$ cat src/rtl/vga_timing_gen.sv
// VGA raster timing generator: a clock-enable divider steps a pixel position counter,
// and every output is registered from the position the counters move to on that same edge.
module vga_timing_gen #(
   parameter int CLK_DIV   = 2,
   parameter int H_VISIBLE = 640,
   parameter int H_FRONT   = 16,
   parameter int H_SYNC    = 96,
   parameter int H_BACK    = 48,
   parameter int V_VISIBLE = 480,
   parameter int V_FRONT   = 10,
   parameter int V_SYNC    = 2,
   parameter int V_BACK    = 33
) (
   input  logic       i_clk,
   input  logic       i_reset,
   output logic [9:0] o_x,
   output logic [8:0] o_y,
   output logic       o_active,
   output logic       o_hsync,
   output logic       o_vsync,
   output logic       o_pix_tick,
   output logic       o_frame_start,
   output logic [7:0] o_frame_count
);
   localparam int H_TOTAL = H_VISIBLE + H_FRONT + H_SYNC + H_BACK;
   localparam int V_TOTAL = V_VISIBLE + V_FRONT + V_SYNC + V_BACK;

   localparam logic [4:0]  DIV_LAST   = 5'(CLK_DIV - 1);
   localparam logic [9:0]  H_LAST     = 10'(H_TOTAL - 1);
   localparam logic [9:0]  V_LAST     = 10'(V_TOTAL - 1);
   localparam logic [10:0] H_VIS      = 11'(H_VISIBLE);
   localparam logic [10:0] H_SYNC_BEG = 11'(H_VISIBLE + H_FRONT);
   localparam logic [10:0] H_SYNC_END = 11'(H_VISIBLE + H_FRONT + H_SYNC);
   localparam logic [10:0] V_VIS      = 11'(V_VISIBLE);
   localparam logic [10:0] V_SYNC_BEG = 11'(V_VISIBLE + V_FRONT);
   localparam logic [10:0] V_SYNC_END = 11'(V_VISIBLE + V_FRONT + V_SYNC);

   logic [4:0] r_div;
   logic [9:0] r_h_count;
   logic [9:0] r_v_count;
   logic [9:0] r_x;
   logic [8:0] r_y;
   logic       r_active;
   logic       r_hsync;
   logic       r_vsync;
   logic       r_pix_tick;
   logic       r_frame_start;
   logic [7:0] r_frame_count;

   logic        w_adv;
   logic        w_h_wrap;
   logic        w_first;
   logic [9:0]  w_h_next;
   logic [9:0]  w_v_next;
   logic [10:0] w_h_ext;
   logic [10:0] w_v_ext;
   logic        w_active;
   logic        w_hsync;
   logic        w_vsync;

   // Decode is done on the next position so registered outputs line up with the counters.
   always_comb begin
      w_adv    = (r_div == DIV_LAST);
      w_h_wrap = (r_h_count == H_LAST);
      w_h_next = w_h_wrap ? 10'd0 : r_h_count + 10'd1;
      w_v_next = r_v_count;
      if (w_h_wrap) begin
         w_v_next = (r_v_count == V_LAST) ? 10'd0 : r_v_count + 10'd1;
      end
      w_h_ext  = {1'b0, w_h_next};
      w_v_ext  = {1'b0, w_v_next};
      w_active = (w_h_ext < H_VIS) && (w_v_ext < V_VIS);
      w_hsync  = !((w_h_ext >= H_SYNC_BEG) && (w_h_ext < H_SYNC_END));
      w_vsync  = !((w_v_ext >= V_SYNC_BEG) && (w_v_ext < V_SYNC_END));
      w_first  = (w_h_next == 10'd0) && (w_v_next == 10'd0);
   end

   // Counters park on the last position so the first advance after reset enters (0,0).
   always_ff @(posedge i_clk or posedge i_reset) begin
      if (i_reset) begin
         r_div         <= 5'd0;
         r_h_count     <= H_LAST;
         r_v_count     <= V_LAST;
         r_x           <= 10'd0;
         r_y           <= 9'd0;
         r_active      <= 1'b0;
         r_hsync       <= 1'b1;
         r_vsync       <= 1'b1;
         r_pix_tick    <= 1'b0;
         r_frame_start <= 1'b0;
         r_frame_count <= 8'd0;
      end else begin
         r_pix_tick    <= w_adv;
         r_frame_start <= w_adv && w_first;
         if (w_adv) begin
            r_div     <= 5'd0;
            r_h_count <= w_h_next;
            r_v_count <= w_v_next;
            r_x       <= w_active ? w_h_next : 10'd0;
            r_y       <= w_active ? w_v_next[8:0] : 9'd0;
            r_active  <= w_active;
            r_hsync   <= w_hsync;
            r_vsync   <= w_vsync;
            if (w_first) begin
               r_frame_count <= r_frame_count + 8'd1;
            end
         end else begin
            r_div <= r_div + 5'd1;
         end
      end
   end

   assign o_x           = r_x;
   assign o_y           = r_y;
   assign o_active      = r_active;
   assign o_hsync       = r_hsync;
   assign o_vsync       = r_vsync;
   assign o_pix_tick    = r_pix_tick;
   assign o_frame_start = r_frame_start;
   assign o_frame_count = r_frame_count;
endmodule

$ cat config.mk
export PLATFORM = sky130hd
export DESIGN_NAME = vga_timing_gen
export DESIGN_NICKNAME = d
export VERILOG_FILES = /design/src/rtl/vga_timing_gen.sv
export SDC_FILE = /design/constraint.sdc
export NUM_CORES = 1
export LEC_CHECK = 0
export BUFFER_PORTS_ARGS = -buffer_cell sky130_fd_sc_hd__buf_4
export CORE_MARGIN = 5
export CORE_UTILIZATION = 45
export CTS_CLUSTER_SIZE = 10
export DETAILED_ROUTE_END_ITERATION = 7
export SKIP_LAST_GASP = 1
export SYNTH_ARGS = -nofsm -noshare
export SYNTH_HDL_FRONTEND = slang
export SYNTH_SLANG_ARGS = --single-unit
$ cat constraint.sdc
create_clock -name i_clk -period 3.37 [get_ports i_clk]
set_input_delay 0.337 -clock i_clk [delete_from_list [all_inputs] [get_ports i_clk]]
set_output_delay 0.337 -clock i_clk [all_outputs]
set_load 0.1 [all_outputs]
==> results.md, run 1 <==
* RSZ-0062 raised after global routing: false
* Combinational family with the most area after synthesis: simple AND/OR/NAND/NOR gates
* Number of global-route vias before repair at 2405
* Row count at 30
* Share of cells above drive strength 1 at 20.8%
* Asr flop ratio synth at 100%
* Avg Cell Area, Syn at 9.36 um^2
* DRC viols at 0
* Post-synth EDFFs at 0
* Overall routing resource usage at 17.9%
* Max-cap violations at 0
* Drt first pass iters at 4
* Die span in y at 93.6 um
* Kind of critical path: reg2reg
* Top_reg_cell synth: dfrtp_1
* Final setup skew at 0.0137 ns
* Number of antenna violations at the first check in global routing at 0
* Maximum VDD drop at 182 uV
* Register area at 0.00144 mm^2
* CP Max Fanout at 10
* Worst-case clock buffer depth at 2
* Post-synthesis sequential area ratio at 45.8%
* DRT antenna net count at 0
* Worst Setup Slack post-DPL at 0.311 ns
* Xor/xnor share of the synthesized area at 8.36%
* Worst path slowest cell: a2111oi_0
* Io pins at 34
* CTS tree: yes
* P per Cell Area at 374 mW/mm^2
* Starting Density at 46.3%
* H-tree Lvls at 3
* Leak at 1.58 nW
* Fillers at 630
* Synth area leaders: dfrtp_1, dfstp_2, xnor2_1
* CTS root buffer: clkbuf_8
* Routed WL at 7240 um
* Max_slew headroom at 60.3%
* Final hold viol count at 0
* Cts-stage hold buffer count at 0
* Detail Placement HPWL at 5120 um
* Area Growth Syn to Fin at 16.9%
* Nets at 375
* CP cell instances: ha_1, and4_1, nand3_2, a2111oi_0, o311ai_1, nor4b_4, mux2_1
* Count leader, synth: nand2_1
* Worst hold slack at 0.0642 ns
* Vias/cell at 5.56
* Post-synthesis cell area at 0.00314 mm^2
* Syn Nets at 345
* CP endpoint kind: flop
* Slew at the pin closest to its max-slew limit at 0.580 ns
* Post-synth top area cell: dfrtp_1
* Top cell family by delay on the critical path: simple AND/OR/NAND/NOR gates
* Tcrit/Tclk final at 90.4%
* Clk_lat worst skew at 0.33 ns
* CTS Buf Count at 9
* Port Buffers at 33
* # resized after CTS at 0
* Grt ovf at 0
* Tmin final at 3.05 ns
* Clock sink count at 57
* Final setup viols at 0
* Fmax at 0.328 GHz
* Fin worst setup slack at 0.323 ns
* Worst hold path class: in2async
* GPL Wtd Cong at 0.870
* Synth Instances at 336
* Total number of vias at 2590
* Synth Area in Compound Gates at 13.0%
* Synth top cells by count: nand2_1, dfrtp_1, xnor2_1, nand4_1, o21ai_0
* Synth unique cells at 54
* Worst stage delay on the critical path at 0.59 ns
* Die Width at 93.6 um
* CP required at 3.59 ns
* Synth Area in Adders at 2.79%
* Iter 0 DRT Violations at 219
* First-pass GRT wire length at 12300 um
* Average routed wire per standard cell at 15.5 um
* Post-synthesis simple-gate area fraction at 24.4%
* Largest net degree at the start of global routing at 51
* Placeable Area at 0.00679 mm^2
* Post-synthesis mux area share at 0.676%
* WP buf/inv at 0
* ANT cells at 0
* Synth top area share at 35.8%
* Arrival time worst endpoint at 3.26 ns
* Yosys Warn Count at 0
* CP Launch Type: flop
* Register clock-pin slew on the reported worst setup and hold paths at 0.07 ns
* Multi-input logic area at 0.00155 mm^2
* Status: finished, final reports clean
* Die area at 0.00876 mm^2
* Post-CTS setup buffers at 0
* Yosys reg bits at 57
* Setup TNS at 0 ns
* Max-slew violations at 0
## worst paths after layout
kind,endpoint,slack (ns),cells past startpoint,startpoint
max,o_frame_count[1],0.32,7,r_h_count[0]
min,o_frame_count[6],0.06,2,i_reset
max reg2reg,o_frame_count[1],0.32,7,r_h_count[0]
min reg2reg,r_div[4],0.47,1,r_div[4]
max in group asynchronous,r_h_count[4],2.46,3,i_reset
min in group i_clk,r_div[4],0.47,1,r_div[4]
## through the flow
stage | instance area [um^2] | utilization, % | power (mW) | std cells
after floorplan | 3140 | - | 0.707 | 336
after global placement | 3470 | 51.1 | 0.713 | 451
after detailed placement | 3470 | 51.1 | 0.713 | 451
after CTS | 3680 | 54.1 | 1.39 | 466
after global routing | 3680 | 54.1 | 1.43 | 466
final | 3680 | 54.1 | 1.37 | 466
## layout make-up
| type | instances | area share (%) |
|---|---|---|
| Sequential cell | 57 | 39.2 |
| Timing Repair Buffer | 44 | 8.99 |
| Multi-Input combinational cell | 244 | 42.0 |
| Clock buffer | 11 | 3.57 |
| Clock inverter | 4 | 1.91 |
| Tap cell | 96 | 3.27 |
| Inverter | 10 | 1.02 |
## state kept, by name, indices dropped and copies added, names as in the netlist
register       flops
o_hsync            1
r_div              5
o_pix_tick         1
o_frame_start      1
o_vsync            1
o_y                9
o_x               10
r_v_count         10
r_h_count         10
o_frame_count      8
o_active           1
## cell families after synthesis
group                    count (synthesis)
AND/OR/NAND/NOR                        143
AO/OA/AOI/OAI                           62
buffers and inverters                   35
adder cells (fa/ha/maj)                  7
XOR/XNOR                                30
multiplexers                             2
flip-flops                              57
## worst reg2reg max path: stages, from the launching register on
cell,delay [ns]
dfstp_2,0.58
ha_1,0.24
and4_1,0.26
nand3_2,0.17
a2111oi_0,0.59
o311ai_1,0.23
nor4b_4,0.48
mux2_1,0.37
## power by group
group          total (mW)  switching [mW]  internal [mW]  leakage (nW)
Sequential          0.685               0          0.685         0.735
Clock               0.674           0.263          0.410         0.103
Combinational      0.0147          0.0131        0.00159         0.738
## metal layers
| layer | track usage, % | up-vias | wire length, um |
|---|---|---|---|
| li1 | - | 1262 | - |
| met1 | 26.5 | 1254 | 3610 |
| met4 | 5.42 | 0 | 82 |
| met3 | 4.91 | 9 | 386 |
| met2 | 25.3 | 65 | 3160 |
| met5 | 0 | - | 0 |
## layout by cell type (no fill, tap or decap), types with 2 or more instances in the layout
cell type	synthesis	final
dfrtp_1	45	45
and3_1	5	5
a31oi_1	3	3
or4_1	4	4
clkbuf_1	12	2
nand4b_1	2	2
o21ai_1	7	7
nor4_1	3	3
nor2_1	15	15
buf_4	2	44
dfstp_2	12	12
or4b_1	2	2
o31ai_1	14	14
o21ai_0	16	16
clkinv_2	0	2
a2111oi_0	2	2
nand2_1	54	54
xor2_1	6	6
bufinv_16	0	2
nand4_1	19	19
nor2b_1	2	2
inv_2	1	2
clkbuf_8	0	9
xnor2_1	24	24
inv_1	9	8
a221o_1	2	2
and2_1	2	2
nor3_1	7	7
nand3_2	2	2
a21oi_1	9	9
ha_1	7	7
nand3_1	12	12
or3_1	2	2
and4_1	3	3
Power figures use the tool's default switching activity.
==> inputs of run 2 (changes only) <==
--- a/config.mk
+++ b/config.mk
@@ -6,10 +6,10 @@
 export NUM_CORES = 1
 export LEC_CHECK = 0
 export BUFFER_PORTS_ARGS = -buffer_cell sky130_fd_sc_hd__buf_4
-export CORE_MARGIN = 5
 export CORE_UTILIZATION = 45
 export CTS_CLUSTER_SIZE = 10
 export DETAILED_ROUTE_END_ITERATION = 7
+export PLACE_DENSITY = 0.66
 export SKIP_LAST_GASP = 1
 export SYNTH_ARGS = -nofsm -noshare
 export SYNTH_HDL_FRONTEND = slang
==> constraint.sdc (replaced) <==
create_clock -name i_clk -period 2.5 [get_ports i_clk]
set_input_delay 0.25 -clock i_clk [delete_from_list [all_inputs] [get_ports i_clk]]
set_output_delay 0.25 -clock i_clk [all_outputs]
set_load 0.1 [all_outputs]
==> results.md, run 2 (synthesized netlist as in run 1, its figures left out) <==
* Worst hold slack at 0.471 ns (+0.407 ns)
* Row count at 30 (unchanged)
* H-tree Lvls at 3 (unchanged)
* Status: finished with violations
* Fmax at 0.384 GHz (+17%)
* DRT antenna net count at 0 (unchanged)
* Final setup viols at 28 (+28)
* Die area at 0.00733 mm^2 (-16%)
* Final setup skew at 0.0108 ns (-0.00295 ns)
* Starting Density at 46.5% (+0.26 points)
* Core Util, Final at 64.9% (+11 points)
* Leak at 1.98 nW (+25%)
* Area Growth Syn to Fin at 39.6%
* P per Cell Area at 445 mW/mm^2 (+19%)
* Number of antenna violations at the first check in global routing at 0 (unchanged)
* Grt ovf at 0 (unchanged)
* Vias/cell at 5.57 (+0.17%)
* Final hold viol count at 0 (unchanged)
* Overall routing resource usage at 23.2% (+5.3 points)
* Tcrit/Tclk final at 104% (+14 points)
* First-pass GRT wire length at 13200 um (+6.7%)
* Nets at 437 (+17%)
* Io pins at 34 (unchanged)
* Worst Setup Slack post-DPL at -0.172 ns (-0.483 ns)
* Slew at the pin closest to its max-slew limit at 0.564 ns (-0.0154 ns)
* CTS tree: yes
* Kind of critical path: reg2reg
* Most frequent cells in the layout: buf_4, nand2_1, dfrtp_1
* Port Buffers at 33 (unchanged)
* Detail Placement HPWL at 5650 um (+10%)
* DP Cell Count at 491 (+8.9%)
* CP endpoint kind: flop
* Drt first pass iters at 4 (unchanged)
* Arrival time worst endpoint at 2.80 ns (-0.46 ns)
* Clk_lat worst skew at 0.34 ns (about the same)
* Total power at 1.95 mW (+42%)
* Number of global-route vias before repair at 2694 (+12%)
* Die Width at 85.6 um (-8.5%)
* ANT cells at 0 (unchanged)
* Most common cell after layout, fill and taps aside: buf_4
* Routed WL at 7940 um (+9.7%)
* RSZ-0062 raised after global routing: true
* GPL Wtd Cong at 0.916 (+5.3%)
* CP Max Fanout at 7 (-3)
* Clock sink count at 57 (unchanged)
* Max_slew headroom at 62.3% (+2.0 points)
* Worst-case clock buffer depth at 2 (unchanged)
* Failing checks: setup timing
* Placeable Area at 0.00676 mm^2 (-0.55%)
* CTS Buf Count at 9 (unchanged)
* Max-slew violations at 0 (unchanged)
* Fin worst setup slack at -0.101 ns (-0.425 ns)
* CP Launch Type: flop
* Finished Layout Cells at 513 (+10%)
* Register clock-pin slew on the reported worst setup and hold paths at 0.07 ns (about the same)
* CTS root buffer: clkbuf_8
* Largest net degree at the start of global routing at 51 (unchanged)
* DRC viols at 0 (unchanged)
* Maximum VDD drop at 205 uV (+13%)
* Die span in y at 85.6 um (-8.5%)
* Share of cells above drive strength 1 at 40.4% (+20 points)
* CP required at 2.70 ns (-0.89 ns)
* Average routed wire per standard cell at 15.5 um (-0.35%)
* Tmin final at 2.60 ns (-0.445 ns)
* Iter 0 DRT Violations at 183 (-16%)
* Total number of vias at 2856 (+10%)
* Worst hold path class: reg2reg
* Max-cap violations at 0 (unchanged)
==> run 2: cell types whose count changed in the layout (fill, tap and decap cells not counted), sizes merged <==
cell	delta
buf	+61
clkinv	-2
dlygate4sd3	+1
clkbuf	+3
==> run 2: worst paths after layout <==
path	from	end	slack, ns	cells past startpoint
max in group asynchronous	i_reset	r_h_count[2]	1.33	4
worst min register to register	o_frame_count[7]	o_frame_count[7]	0.47	1
worst max register to register	r_h_count[1]	o_x[8]	-0.10	9
min in group asynchronous	i_reset	o_frame_count[7]	0.52	3
worst min-delay path	o_frame_count[7]	o_frame_count[7]	0.47	1
worst max-delay path	r_h_count[1]	o_x[8]	-0.10	9
==> run 2: final cells by class <==
cell class	instances	area, um^2
Inverter	10	37.5
Clock buffer	14	173
Timing Repair Buffer	106	831
Sequential cell	57	1440
Tap cell	80	100
Multi-Input combinational cell	244	1750
Fill cell	552	2370
Clock inverter	2	60.1
==> run 2: what timing repair did <==
action                                  in CTS  in global routing
pin swaps                                    4                  5
endpoints found under the hold margin       21                  0
gates resized for setup                      9                 24
endpoints found under the setup margin      29                 30
hold buffers                                 1                  0
setup buffers                                2                  3
==> run 2: through the flow <==
stage | setup TNS [ns] | instance area [um^2]
2_1_floorplan | -3.07 | 3220
3_3_place_gp | -1.88 | 3960
3_5_place_dp | -2.89 | 3960
4_1_cts | -1.72 | 4250
5_1_grt | -4.67 | 4390
6_report | -1.98 | 4390
==> run 2: where the power goes <==
| group | leakage (nW) | switching, mW | total (mW) | internal (mW) |
|---|---|---|---|---|
| registers | 0.735 | 0 | 0.923 | 0.923 |
| logic | 1.13 | 0.0181 | 0.0234 | 0.00530 |
| clock network | 0.117 | 0.361 | 1.00 | 0.644 |
| total | 1.98 | 0.379 | 1.95 | 1.57 |
==> run 2: layer usage <==
| metal | vias up | routed length (um) | track usage (%) |
|---|---|---|---|
| met5 | - | 0 | 0 |
| met4 | 0 | 173 | 8.48 |
| met2 | 77 | 3750 | 36.2 |
| li1 | 1386 | - | - |
| met1 | 1379 | 3600 | 31.1 |
| met3 | 14 | 412 | 6.26 |
==> run 2: worst max-delay path, cell delays in order (launching register included) <==
cell and delay (ns):
dfstp_2 0.55, ha_4 0.14, and4_4 0.24, nand3_4 0.08, or3_4 0.34, and2_4 0.17
or4b_4 0.48, o211ai_1 0.16, buf_4 0.23, o31ai_1 0.07
==> inputs of run 3 (changes only) <==
--- a/config.mk
+++ b/config.mk
@@ -9,7 +9,7 @@
 export CORE_UTILIZATION = 45
 export CTS_CLUSTER_SIZE = 10
 export DETAILED_ROUTE_END_ITERATION = 7
-export PLACE_DENSITY = 0.66
+export PLACE_DENSITY = 0.68
 export SKIP_LAST_GASP = 1
 export SYNTH_ARGS = -nofsm -noshare
 export SYNTH_HDL_FRONTEND = slang
==> results.md, run 3 (synthesized netlist as in run 1, its figures left out) <==
* Starting Density at 46.5% (unchanged)
* CP startpoint: r_h_count[0]
* Reg2Reg Depth at 9 (unchanged)
* Clock sink count at 57 (unchanged)
* First-pass GRT wire length at 12900 um (-1.9%)
* Worst hold path class: in2async
* Number of antenna violations at the first check in global routing at 0 (unchanged)
* Reg-to-reg critical path startpoint: r_h_count[0]
* H-tree Lvls at 3 (unchanged)
* Overall routing resource usage at 23.1% (-0.15 points)
* CP Max Fanout at 8 (+1)
* Maximum VDD drop at 240 uV (+17%)
* Fmax at 0.383 GHz (-0.31%)
* Routed WL at 7890 um (-0.67%)
* ANT cells at 0 (unchanged)
* CP cell instances: ha_4, and4_4, nand3_4, buf_12, or4_1, nand4_1, nor4b_4, buf_6, mux2_4
* Crit path to: o_frame_count[1]
* Detail Placement HPWL at 5580 um (-1.2%)
* Io pins at 34 (unchanged)
* CTS Buf Count at 9 (unchanged)
* Fin worst setup slack at -0.109 ns (-0.00798 ns)
* Met2 Use GR at 36.3% (+0.073 points)
* Tmin final at 2.61 ns (+0.00798 ns)
* Leak at 1.90 nW (-3.9%)
* CTS tree: yes
* Final setup viols at 30 (+7.1%)
* GR peak layer: met2
* Register clock-pin slew on the reported worst setup and hold paths at 0.06 ns (about the same)
* Clk_lat worst skew at 0.35 ns (about the same)
* Share of cells above drive strength 1 at 36.0% (-4.4 points)
* Vias/cell at 5.49 (-1.5%)
* Placed Area at 0.00394 mm^2 (-0.44%)
* Final setup skew at 0.00834 ns (-0.00244 ns)
* Die area at 0.00733 mm^2 (unchanged)
* Nets at 435 (-0.46%)
* Worst-case clock buffer depth at 2 (unchanged)
* Arrival time worst endpoint at 2.84 ns (+0.04 ns)
* Final hold viol count at 0 (unchanged)
* CTS root buffer: clkbuf_8
* Multi-input logic area at 0.00165 mm^2 (-5.3%)
* Max-cap violations at 0 (unchanged)
* GR Util met3 at 5.58% (-0.67 points)
* Max-slew violations at 0 (unchanged)
* Tcrit/Tclk final at 104% (+0.32 points)
* Global Route met1 Usage at 31.2% (+0.12 points)
* Max_slew headroom at 51.0% (-11 points)
* CP endpoint kind: flop
* Layout Cell Area excl Fill at 0.00428 mm^2 (-2.4%)
* Iter 0 DRT Violations at 135 (-26%)
* Worst stage delay on the critical path at 0.56 ns (about the same)
* CP Launch Type: flop
* Number of global-route vias before repair at 2644 (-1.9%)
* Drt first pass iters at 5 (+1)
* Die span in y at 85.6 um (unchanged)
* CP required at 2.73 ns (+0.03 ns)
* Total power at 1.94 mW (-0.49%)
* Most common cell after layout, fill and taps aside: buf_4
* P per Cell Area at 453 mW/mm^2 (+1.9%)
* Status: finished with violations
* RSZ-0062 raised after global routing: true
* DRT antenna net count at 0 (unchanged)
* Grt ovf at 0 (unchanged)
* Most frequent cells in the layout: buf_4, nand2_1, dfrtp_1
* Total number of vias at 2798 (-2.0%)
* Register area at 0.00144 mm^2 (about the same)
* FF-to-FF End: o_frame_count[1]
* Largest net degree at the start of global routing at 51 (unchanged)
* Cts-stage hold buffer count at 0 (-1)
* Flop2flop setup slack at -0.11 ns (about the same)
* Die Width at 85.6 um (unchanged)
* Fillers at 544 (-1.4%)
* Worst path slowest cell: dfstp_2
* Row count at 30 (unchanged)
* Placeable Area at 0.00676 mm^2 (unchanged)
* Failing checks: setup timing
* DRC viols at 0 (unchanged)
* Slew at the pin closest to its max-slew limit at 0.734 ns (+0.169 ns)
* Average routed wire per standard cell at 15.5 um (about the same)
* GPL Wtd Cong at 0.936 (+2.2%)
* Kind of critical path: reg2reg
* Port Buffers at 33 (unchanged)
* Area Growth Syn to Fin at 36.3%
[run 3: changes by cell type in the layout (fill, tap and decap cells not counted), sizes merged]
cell         change
buf              -1
clkbuf           -1
dlygate4sd3      -1
[run 3: how the worst min path moves through the flow]
stage,end,depth (start not counted)
2_1_floorplan,r_div[4],1
5_1_grt,o_pix_tick,2
3_5_place_dp,o_pix_tick,2
3_3_place_gp,o_pix_tick,2
6_report,o_pix_tick,2
4_1_cts,o_pix_tick,2
[run 3: area by class of cell]
class	instances	area share [%]
Clock buffer	13	3.94
Inverter	10	0.876
Clock inverter	2	1.40
Multi-Input combinational cell	244	38.6
Sequential cell	57	33.7
Tap cell	80	2.34
Timing Repair Buffer	104	19.2
[run 3: metal layers]
| metal | share of wire [%] | vias to the layer above |
|---|---|---|
| li1 | - | 1379 |
| met3 | 4.2 | 10 |
| met4 | 1.4 | 0 |
| met1 | 48 | 1347 |
| met2 | 47 | 62 |
| met5 | 0 | - |
[run 3: power breakdown]
part	leakage (nW)	switching, mW	internal, mW	total [mW]
combinational	1.05	0.0182	0.00317	0.0213
clock	0.116	0.360	0.638	0.997
sequential	0.734	0	0.924	0.924
[run 3: worst max-delay path, delay by kind of cell (launching register included)]
family	cells	cell delay, ns
simple gates	5	1.20
flops	1	0.56
buf+inv	2	0.31
mux	1	0.30
fa+ha+maj	1	0.14
[run 3: timing repair]
action	4_1_cts	5_1_grt
buffers inserted	7	1
endpoints found under the setup margin	29	30
pin swaps	3	4
gates resized for setup	7	6
[run 3: through the flow]
step / utilization [%] / hold WS [ns] / std cells / worst slack, ns / TNS [ns]
after global routing: 63.4 / 0.102 / 510 / -0.218 / -5.42
after detailed placement: 58.3 / 0.423 / 487 / -0.223 / -3.35
after floorplan: - / 0.438 / 336 / -0.129 / -3.07
after global placement: 58.3 / 0.426 / 487 / -0.195 / -2.87
final: 63.4 / 0.0341 / 510 / -0.109 / -1.89
after CTS: 62.8 / 0.0506 / 509 / -0.120 / -2.19
